<file path="src/rtl/hazard_unit.sv">
// Hazard control for the 5-stage pipeline: EX forwarding selects, load-use
// stall, redirect flush, a small state tracker and saturating event counters.
module hazard_unit #(
   parameter int CNT_W = 16
) (
   input  logic             CLK,
   input  logic             RST,
   input  logic [4:0]       Rs1D,
   input  logic [4:0]       Rs2D,
   input  logic [4:0]       Rs1E,
   input  logic [4:0]       Rs2E,
   input  logic [4:0]       RdE,
   input  logic             RegWriteE,
   input  logic [1:0]       ResultSrcE,
   input  logic             PCSrcE,
   output logic [1:0]       ForwardAE,
   output logic [1:0]       ForwardBE,
   output logic             StallF,
   output logic             StallD,
   output logic             FlushD,
   output logic             FlushE,
   output logic [1:0]       HzState,
   output logic [CNT_W-1:0] StallCnt,
   output logic [CNT_W-1:0] FlushCnt
);

   typedef enum logic [1:0] {
      RUN   = 2'b00,
      STALL = 2'b01,
      FLUSH = 2'b10
   } hz_state_t;

   hz_state_t  state, state_next;
   logic [4:0] rd_m, rd_w;
   logic       reg_write_m, reg_write_w;
   logic       lw_stall;

   // Select M (10) over W (01); x0 is never forwarded.
   function automatic logic [1:0] fwd_sel(input logic [4:0] src,
                                          input logic [4:0] rdm, input logic wem,
                                          input logic [4:0] rdw, input logic wew);
      if (wem && rdm != 5'd0 && rdm == src)
         return 2'b10;
      else if (wew && rdw != 5'd0 && rdw == src)
         return 2'b01;
      else
         return 2'b00;
   endfunction

   // Shadow copy of the M/W destination fields, one stage per edge.
   always_ff @(posedge CLK or negedge RST) begin
      if (!RST) begin
         rd_m        <= '0;
         rd_w        <= '0;
         reg_write_m <= 1'b0;
         reg_write_w <= 1'b0;
      end else begin
         rd_m        <= RdE;
         reg_write_m <= RegWriteE;
         rd_w        <= rd_m;
         reg_write_w <= reg_write_m;
      end
   end

   // Load in E whose destination is read by the instruction in D.
   always_comb begin
      lw_stall = (ResultSrcE == 2'b01) && (RdE != 5'd0) && ((RdE == Rs1D) || (RdE == Rs2D));
   end

   // Forwarding and stall/flush controls; a redirect overrides a load-use stall.
   always_comb begin
      ForwardAE = 2'b00;
      ForwardBE = 2'b00;
      StallF    = 1'b0;
      StallD    = 1'b0;
      FlushD    = 1'b0;
      FlushE    = 1'b0;
      if (RST) begin
         ForwardAE = fwd_sel(Rs1E, rd_m, reg_write_m, rd_w, reg_write_w);
         ForwardBE = fwd_sel(Rs2E, rd_m, reg_write_m, rd_w, reg_write_w);
         if (PCSrcE) begin
            FlushD = 1'b1;
            FlushE = 1'b1;
         end else if (lw_stall) begin
            StallF = 1'b1;
            StallD = 1'b1;
            FlushE = 1'b1;
         end
      end
   end

   // State register.
   always_ff @(posedge CLK or negedge RST) begin
      if (!RST)
         state <= RUN;
      else
         state <= state_next;
   end

   // Next state follows the event seen in the current cycle.
   always_comb begin
      state_next = RUN;
      if (PCSrcE)
         state_next = FLUSH;
      else if (lw_stall)
         state_next = STALL;
   end

   assign HzState = state;

   // Saturating event counters.
   always_ff @(posedge CLK or negedge RST) begin
      if (!RST) begin
         StallCnt <= '0;
         FlushCnt <= '0;
      end else begin
         if (lw_stall && !PCSrcE && StallCnt != '1)
            StallCnt <= StallCnt + CNT_W'(1);
         if (PCSrcE && FlushCnt != '1)
            FlushCnt <= FlushCnt + CNT_W'(1);
      end
   end

endmodule

</file>
<file path="config.mk">
export PLATFORM = sky130hd
export DESIGN_NAME = hazard_unit
export DESIGN_NICKNAME = d
export VERILOG_FILES = /design/src/rtl/hazard_unit.sv
export SDC_FILE = /design/constraint.sdc
export NUM_CORES = 1
export LEC_CHECK = 0
export BUFFER_PORTS_ARGS = -buffer_cell sky130_fd_sc_hd__buf_2
export CAP_MARGIN = 10
export CORE_ASPECT_RATIO = 1.25
export CORE_MARGIN = 2
export CORE_UTILIZATION = 55
export DETAILED_ROUTE_END_ITERATION = 7
export GPL_ROUTABILITY_DRIVEN = 0
export PLACE_DENSITY = 0.94
export SLEW_MARGIN = 30
export SYNTH_ARGS = -nofsm -noshare
export SYNTH_HDL_FRONTEND = slang
export SYNTH_SLANG_ARGS = --single-unit
</file>
<file path="constraint.sdc">
create_clock -name CLK -period 3.75 [get_ports CLK]
set_input_delay 0.1875 -clock CLK [delete_from_list [all_inputs] [get_ports CLK]]
set_output_delay 0.1875 -clock CLK [all_outputs]
set_load 0.01 [all_outputs]
</file>
# Word-level counts from Yosys, hierarchy flattened
# Index checks and enable logic that the tools add are counted.
[totals] n_memories=0 ff_bits=46 mem_bits_rw=0 latch_bits=0 rom_bits=0
[classes] order_cmp=0 n_shift=0 n_reduce_logical=16 n_mux=15 eq_ne=9 add_sub_neg=2 multipliers=0 n_bitwise=0 n_div=0
[op_table] operator="adder 16 x 1 -> 16 bit, second input constant" count=2
[op_table] operator="inequality test 16 bit, second input constant" count=2
[op_table] operator="equality test 5 bit" count=6
[op_table] operator="nonzero test 5 bit" count=3
[op_table] operator="logical AND 1 bit" count=11
[op_table] operator="2-to-1 mux 1 bit" count=10
[op_table] operator="2-to-1 mux 2 bit" count=5
[op_table] operator="equality test 2 x 1 -> 1 bit, second input constant" count=1
[op_table] operator="logical NOT 1 bit" count=1
[op_table] operator="logical OR 1 bit" count=1

# Depth between registers and ports, before layout
[logic_depth] word_depth=6 ltp_mapped=6 depth_no_buf=6

# Worst setup path before layout
# Ideal clock, no wire load.
[synth_path] path_type="register to output" start="register rd_m[1]" end="output port ForwardAE[0]" slack_ps=1971 t_arrival_ps=1591 stages_incl_launch_ff=5 cell_sequence="dfrtp_1 -> or4_1 -> o21ai_1 -> nor4_1 -> nor4_1"
[synth_via] elab_chain_cells=5 elab_cells_between_ends=6 classes_between="1 x eq/ne; 2 x mux; 3 x reduce/logical"
[synth_lines] element="from (decl)" line_no="34" text="logic [4:0] rd_m, rd_w;"
[synth_lines] element="from (signal assigned)" line_no="58" text="rd_m <= RdE;"
[synth_lines] element="nonzero test 5 bit" line_no="42" text="if (wem && rdm != 5'd0 && rdm == src)"
[synth_lines] element="logical AND 1 bit" line_no="42"
[synth_lines] element="logical AND 1 bit (*)" line_no="42"
[synth_lines] element="2-to-1 mux 2 bit (*)" line_no="42"
[synth_lines] element="2-to-1 mux 2 bit (*)" line_no="78" text="if (RST) begin"
[synth_lines] element="to (decl)" line_no="16" text="output logic [1:0] ForwardAE,"
# Every way passes the cells marked *; elsewhere a longest branch is shown, timed or not.

# Worst setup path in the final report
# Ends and elaborated chain as after synthesis.

==> impl_summary.md <==
Floorplan
For this configuration, the core starts out at a cell density of 58.1%. The top-level I/O count is 73. The number of rows created at floorplan is 26.

The vertical extent of the die is 78.1 µm. The width of the die is around 63 µm. The area of the die is 0.00495 mm². The region available for standard cell placement spans 0.00416 mm².

Timing
The worst path uses 59.5% of the clock period. The number of slew-limit violations in the final report is 0. Setup repair after global routing left no endpoint under its margin. The minimum period implied by the final worst setup slack is around 2.2 ns. Across all setup checks in the final design, the least slack found is 1.52 ns. The worst hold margin is -0.000897 ns.

Derived from the worst setup path, the maximum achievable clock frequency is between 400 and 500 MHz. The final worst clock skew is 0.00848 ns. The worst max-slew margin expressed relative to the limit is roughly 52%. At the pin with the least slew margin, the transition time is 0.719 ns. For the final routed database, the setup TNS stands at 0 ns.

The setup-violating endpoint count in the final report is 0. The final-report hold violation count is 1.

Clock tree
The clock latency of the later-clocked register in the worst-skew pair is 0.29 ns. Counting the buffers created by CTS gives 5. The buffer type at the clock tree root is sky130_fd_sc_hd__clkbuf_8. The deepest clock path buffer count is 2. After clock tree synthesis, the setup repair step added 0 buffers. The number of sinks driven by the clock tree is 46.

The clock-pin transition on the worst setup and hold timing paths is 0.09 ns. The count of cells resized by post-cts repair is 0. The level count of the clock H-tree is 2. TritonCTS built the clock tree.

Worst setup path
The worst reg-to-reg setup slack is 1.94 ns. For the worst setup path, the data required time is 3.56 ns. The depth of the worst register-to-register path is 6. The slowest stage of the critical path belongs to the cell sky130_fd_sc_hd__or4_1. The longest individual stage delay on the worst path is between 0.5 and 0.6 ns. The worst register-to-register path ends at StallCnt[1]$_DFFE_PN0P_. Traced cell by cell, the critical path runs through or4_1, o21ai_1, nor4_1, nor4_1, buf_2. Among cell families on the critical path, the largest total delay comes from simple AND/OR/NAND/NOR gates.

The maximum fanout along the worst path is 4. The most frequent cell on the critical path is sky130_fd_sc_hd__nor4_1. The type of element launching the critical path is a flop. The type of destination of the critical path is an output pin. The setup path with the least slack is of type reg -> out. In this run the critical register-to-register path is launched from StallCnt[0]$_DFFE_PN0P_. Together, buffers and inverters on the worst path number 1.

Data on the critical path arrives at its endpoint at a little over 2 ns.

Routing
After detailed routing, the average wire length per cell comes to 14.8 µm. For this block, the routed nets add up to 5270 µm of wire. For this run, design rule violations remaining after detail routing come to 0.

After the first detailed-routing iteration, the DRC count stood at 85. The number of iterations in the first detailed-routing pass is 4. The total vias in the final route is 1,985. In the routed layout, each cell is associated on average with a via count of 5.56. The detail route stage leaves a number of antenna-violating nets equal to 0.

Layout
The fraction of final layout cells sized beyond drive strength 1 is between 30% and 40%. The final net count is between 300 and 400. Leaving out fill and tap cells, the most frequent cell in the layout is sky130_fd_sc_hd__buf_2. The final instance area is between 0.002 and 0.003 mm².

The library cells used most frequently in the layout, excluding fill and tap cells, are sky130_fd_sc_hd__buf_2 (72), sky130_fd_sc_hd__dfrtp_1 (46), sky130_fd_sc_hd__xnor2_1 (36), sky130_fd_sc_hd__xor2_1 (23), sky130_fd_sc_hd__nand2_1 (19). The repair_antennas step left the layout with diodes totalling 0. The relative area change from synthesis to final layout is 22.1%.

Synth
The fraction of the mapped netlist area in compound gates is under 10%. After Yosys synthesis, and, or, nand and nor cells account for 22.7% of the synthesized area. Summing every instance area after synthesis gives 0.00242 mm². Yosys mapped the design onto 36 distinct sky130hd cell types. The portion of synthesized cell area occupied by the leading cell type is about 48%. The cell count after synthesis is 222. The multiplexer area fraction after synthesis is 1.03%. After synthesis, the cell types taking the most area are sky130_fd_sc_hd__dfrtp_1 (48%), sky130_fd_sc_hd__xnor2_1 (13%), sky130_fd_sc_hd__xor2_1 (8.3%), sky130_fd_sc_hd__nand3_1 (3.1%), sky130_fd_sc_hd__nand2_1 (2.9%). Of the total synthesized cell area, the portion taken by full adders, half adders and majority gates is 1.03%. The number of nets handed over by synthesis was approximately 260. The xor and xnor fraction of the mapped netlist area is 21.4%.

The sequential cell area fraction in the yosys report is 47.6%. The number of synthesis warnings is 0. After synthesis, the largest family of logic cells by area is simple AND/OR/NAND/NOR gates. The async set-reset flop share out of synthesis is 100%. The most used flip-flop cell after synthesis is sky130_fd_sc_hd__dfrtp_1. The number of flip-flops and latches in the synthesized netlist is 46.

The mean post-synth cell area is 10.9 µm². Summed over all instances, the cell type with the most area after synthesis is sky130_fd_sc_hd__dfrtp_1. The number of enable flip-flop cells after synthesis is 0.

GRT
The most crowded layer after global routing is met2. The number of antenna violations at the first check in global routing came to 0. For met1 alone, demand over resource in global routing was 27.5%. The routing usage on met3 is 3.87%. Entering global routing, the biggest net connects 52 pins.

The overall track demand over capacity in global routing is 22.9%. The overflow left after global routing is 0. The via count of the first global-routing pass is 1,924. Global routing used approximately two fifths of the available met2 tracks.

The first-pass GRT wire length is roughly 8900 µm.

Placed design
Once placement finished, the instance area stood at 0.00283 mm². During placement, the flow inserted port buffers numbering 72. Summed over all nets, the half-perimeter wirelength after detailed placement is 3980 µm. Before CTS, the worst setup slack after placement is 1.68 ns.

Run
The tool flagged a number of max-cap violations equal to 0.

Min path
The path class of the tightest hold or removal check is in -> async.

Outcome
The run finished, with violations left. The final reports fail on negative hold slack.

Power and ir drop
The power density relative to cell area is 402 mW/mm². The worst-case IR drop observed on VDD is 0.275 mV. The analysis attributes to cell leakage a power of roughly 1.4 nW.
per-stage QoR:
step	power, W	hold WS (ns)	cells	utilization, %
2_1_floorplan	0.000733	-0.108	222	-
3_3_place_gp	0.000824	0.297	348	68.1
3_5_place_dp	0.000836	0.310	348	68.1
4_1_cts	0.00120	0.0132	357	70.9
5_1_grt	0.00125	0.0413	357	70.9
6_report	0.00119	-0.000897	357	70.9
timing repair:
action | CTS | global route
endpoints found under the hold margin | 1 | 0
hold buffers | 1 | 0
setup endpoints to repair | 0 | 0
sequential cells by signal (all words and copies together), names as in the netlist:
| signal | cells |
|---|---|
| FlushCnt | 16 |
| HzState | 2 |
| StallCnt | 16 |
| rd_m | 5 |
| rd_w | 5 |
| reg_write_m | 1 |
| reg_write_w | 1 |
kinds of logic (layout without fill, tap and decap cells):
family | count (synthesis) | after routing
and+or+nand+nor | 96 | 96
xor gates and xnor gates | 59 | 59
muxes | 2 | 2
buffers and inverters | 7 | 86
AOI/OAI and AO/OA | 10 | 10
adders and majority gates | 2 | 2
DFF | 46 | 46
power by group:
| part | leakage, nW | switching, W | internal (W) |
|---|---|---|---|
| Sequential | 0.595 | 0.0000636 | 0.000544 |
| Clock | 0.0514 | 0.000163 | 0.000199 |
| Combinational | 0.787 | 0.000112 | 0.000105 |
| Total | 1.43 | 0.000339 | 0.000848 |
synth_stat cells (2+ instances only):
library cell / count
sky130_fd_sc_hd__inv_1: 4
sky130_fd_sc_hd__nor2_1: 9
sky130_fd_sc_hd__nand4_1: 9
sky130_fd_sc_hd__dfrtp_1: 46
sky130_fd_sc_hd__xor2_1: 23
sky130_fd_sc_hd__and4_1: 6
sky130_fd_sc_hd__nand3_2: 4
sky130_fd_sc_hd__and2_1: 4
sky130_fd_sc_hd__ha_1: 2
sky130_fd_sc_hd__nor2b_1: 3
sky130_fd_sc_hd__nand2_1: 19
sky130_fd_sc_hd__xnor2_1: 36
sky130_fd_sc_hd__nor3_1: 5
sky130_fd_sc_hd__nor4_1: 7
sky130_fd_sc_hd__or4_1: 4
sky130_fd_sc_hd__nand3_1: 15
sky130_fd_sc_hd__and3_1: 7
metal layers:
layer / wire length, µm / part of all wire (%) / vias to the layer above
li1: - / - / 932
met3: 284 / 5.4 / 14
met1: 2140 / 41 / 961
met5: 0 / 0 / -
met4: 131 / 2.5 / 0
met2: 2710 / 51 / 78
worst max path at each step:
stage / startpoint / endpoint / slack, ns / depth (start not counted)
floorplan: rd_m[1]$_DFF_PN0_ / ForwardAE[0] / 1.97 / 4
CTS: rd_m[1]$_DFF_PN0_ / ForwardAE[0] / 1.52 / 5
finish: rd_m[1]$_DFF_PN0_ / ForwardAE[0] / 1.52 / 5
detailed placement: RdE[3] / StallF / 1.68 / 7
global placement: RdE[2] / StallF / 1.79 / 7
global route: rd_m[1]$_DFF_PN0_ / ForwardBE[0] / 1.43 / 5
cell type report:
cell class / instances / area, µm²
clock buffer: 6 / 72.6
clock inverter: 2 / 37.5
fill: 353 / 1210
inverter: 4 / 15.0
multi-input combinational: 169 / 1230
sequential: 46 / 1150
tap: 56 / 70.1
timing repair buffer: 74 / 378
Note: power is estimated with default switching activity, not from simulation.
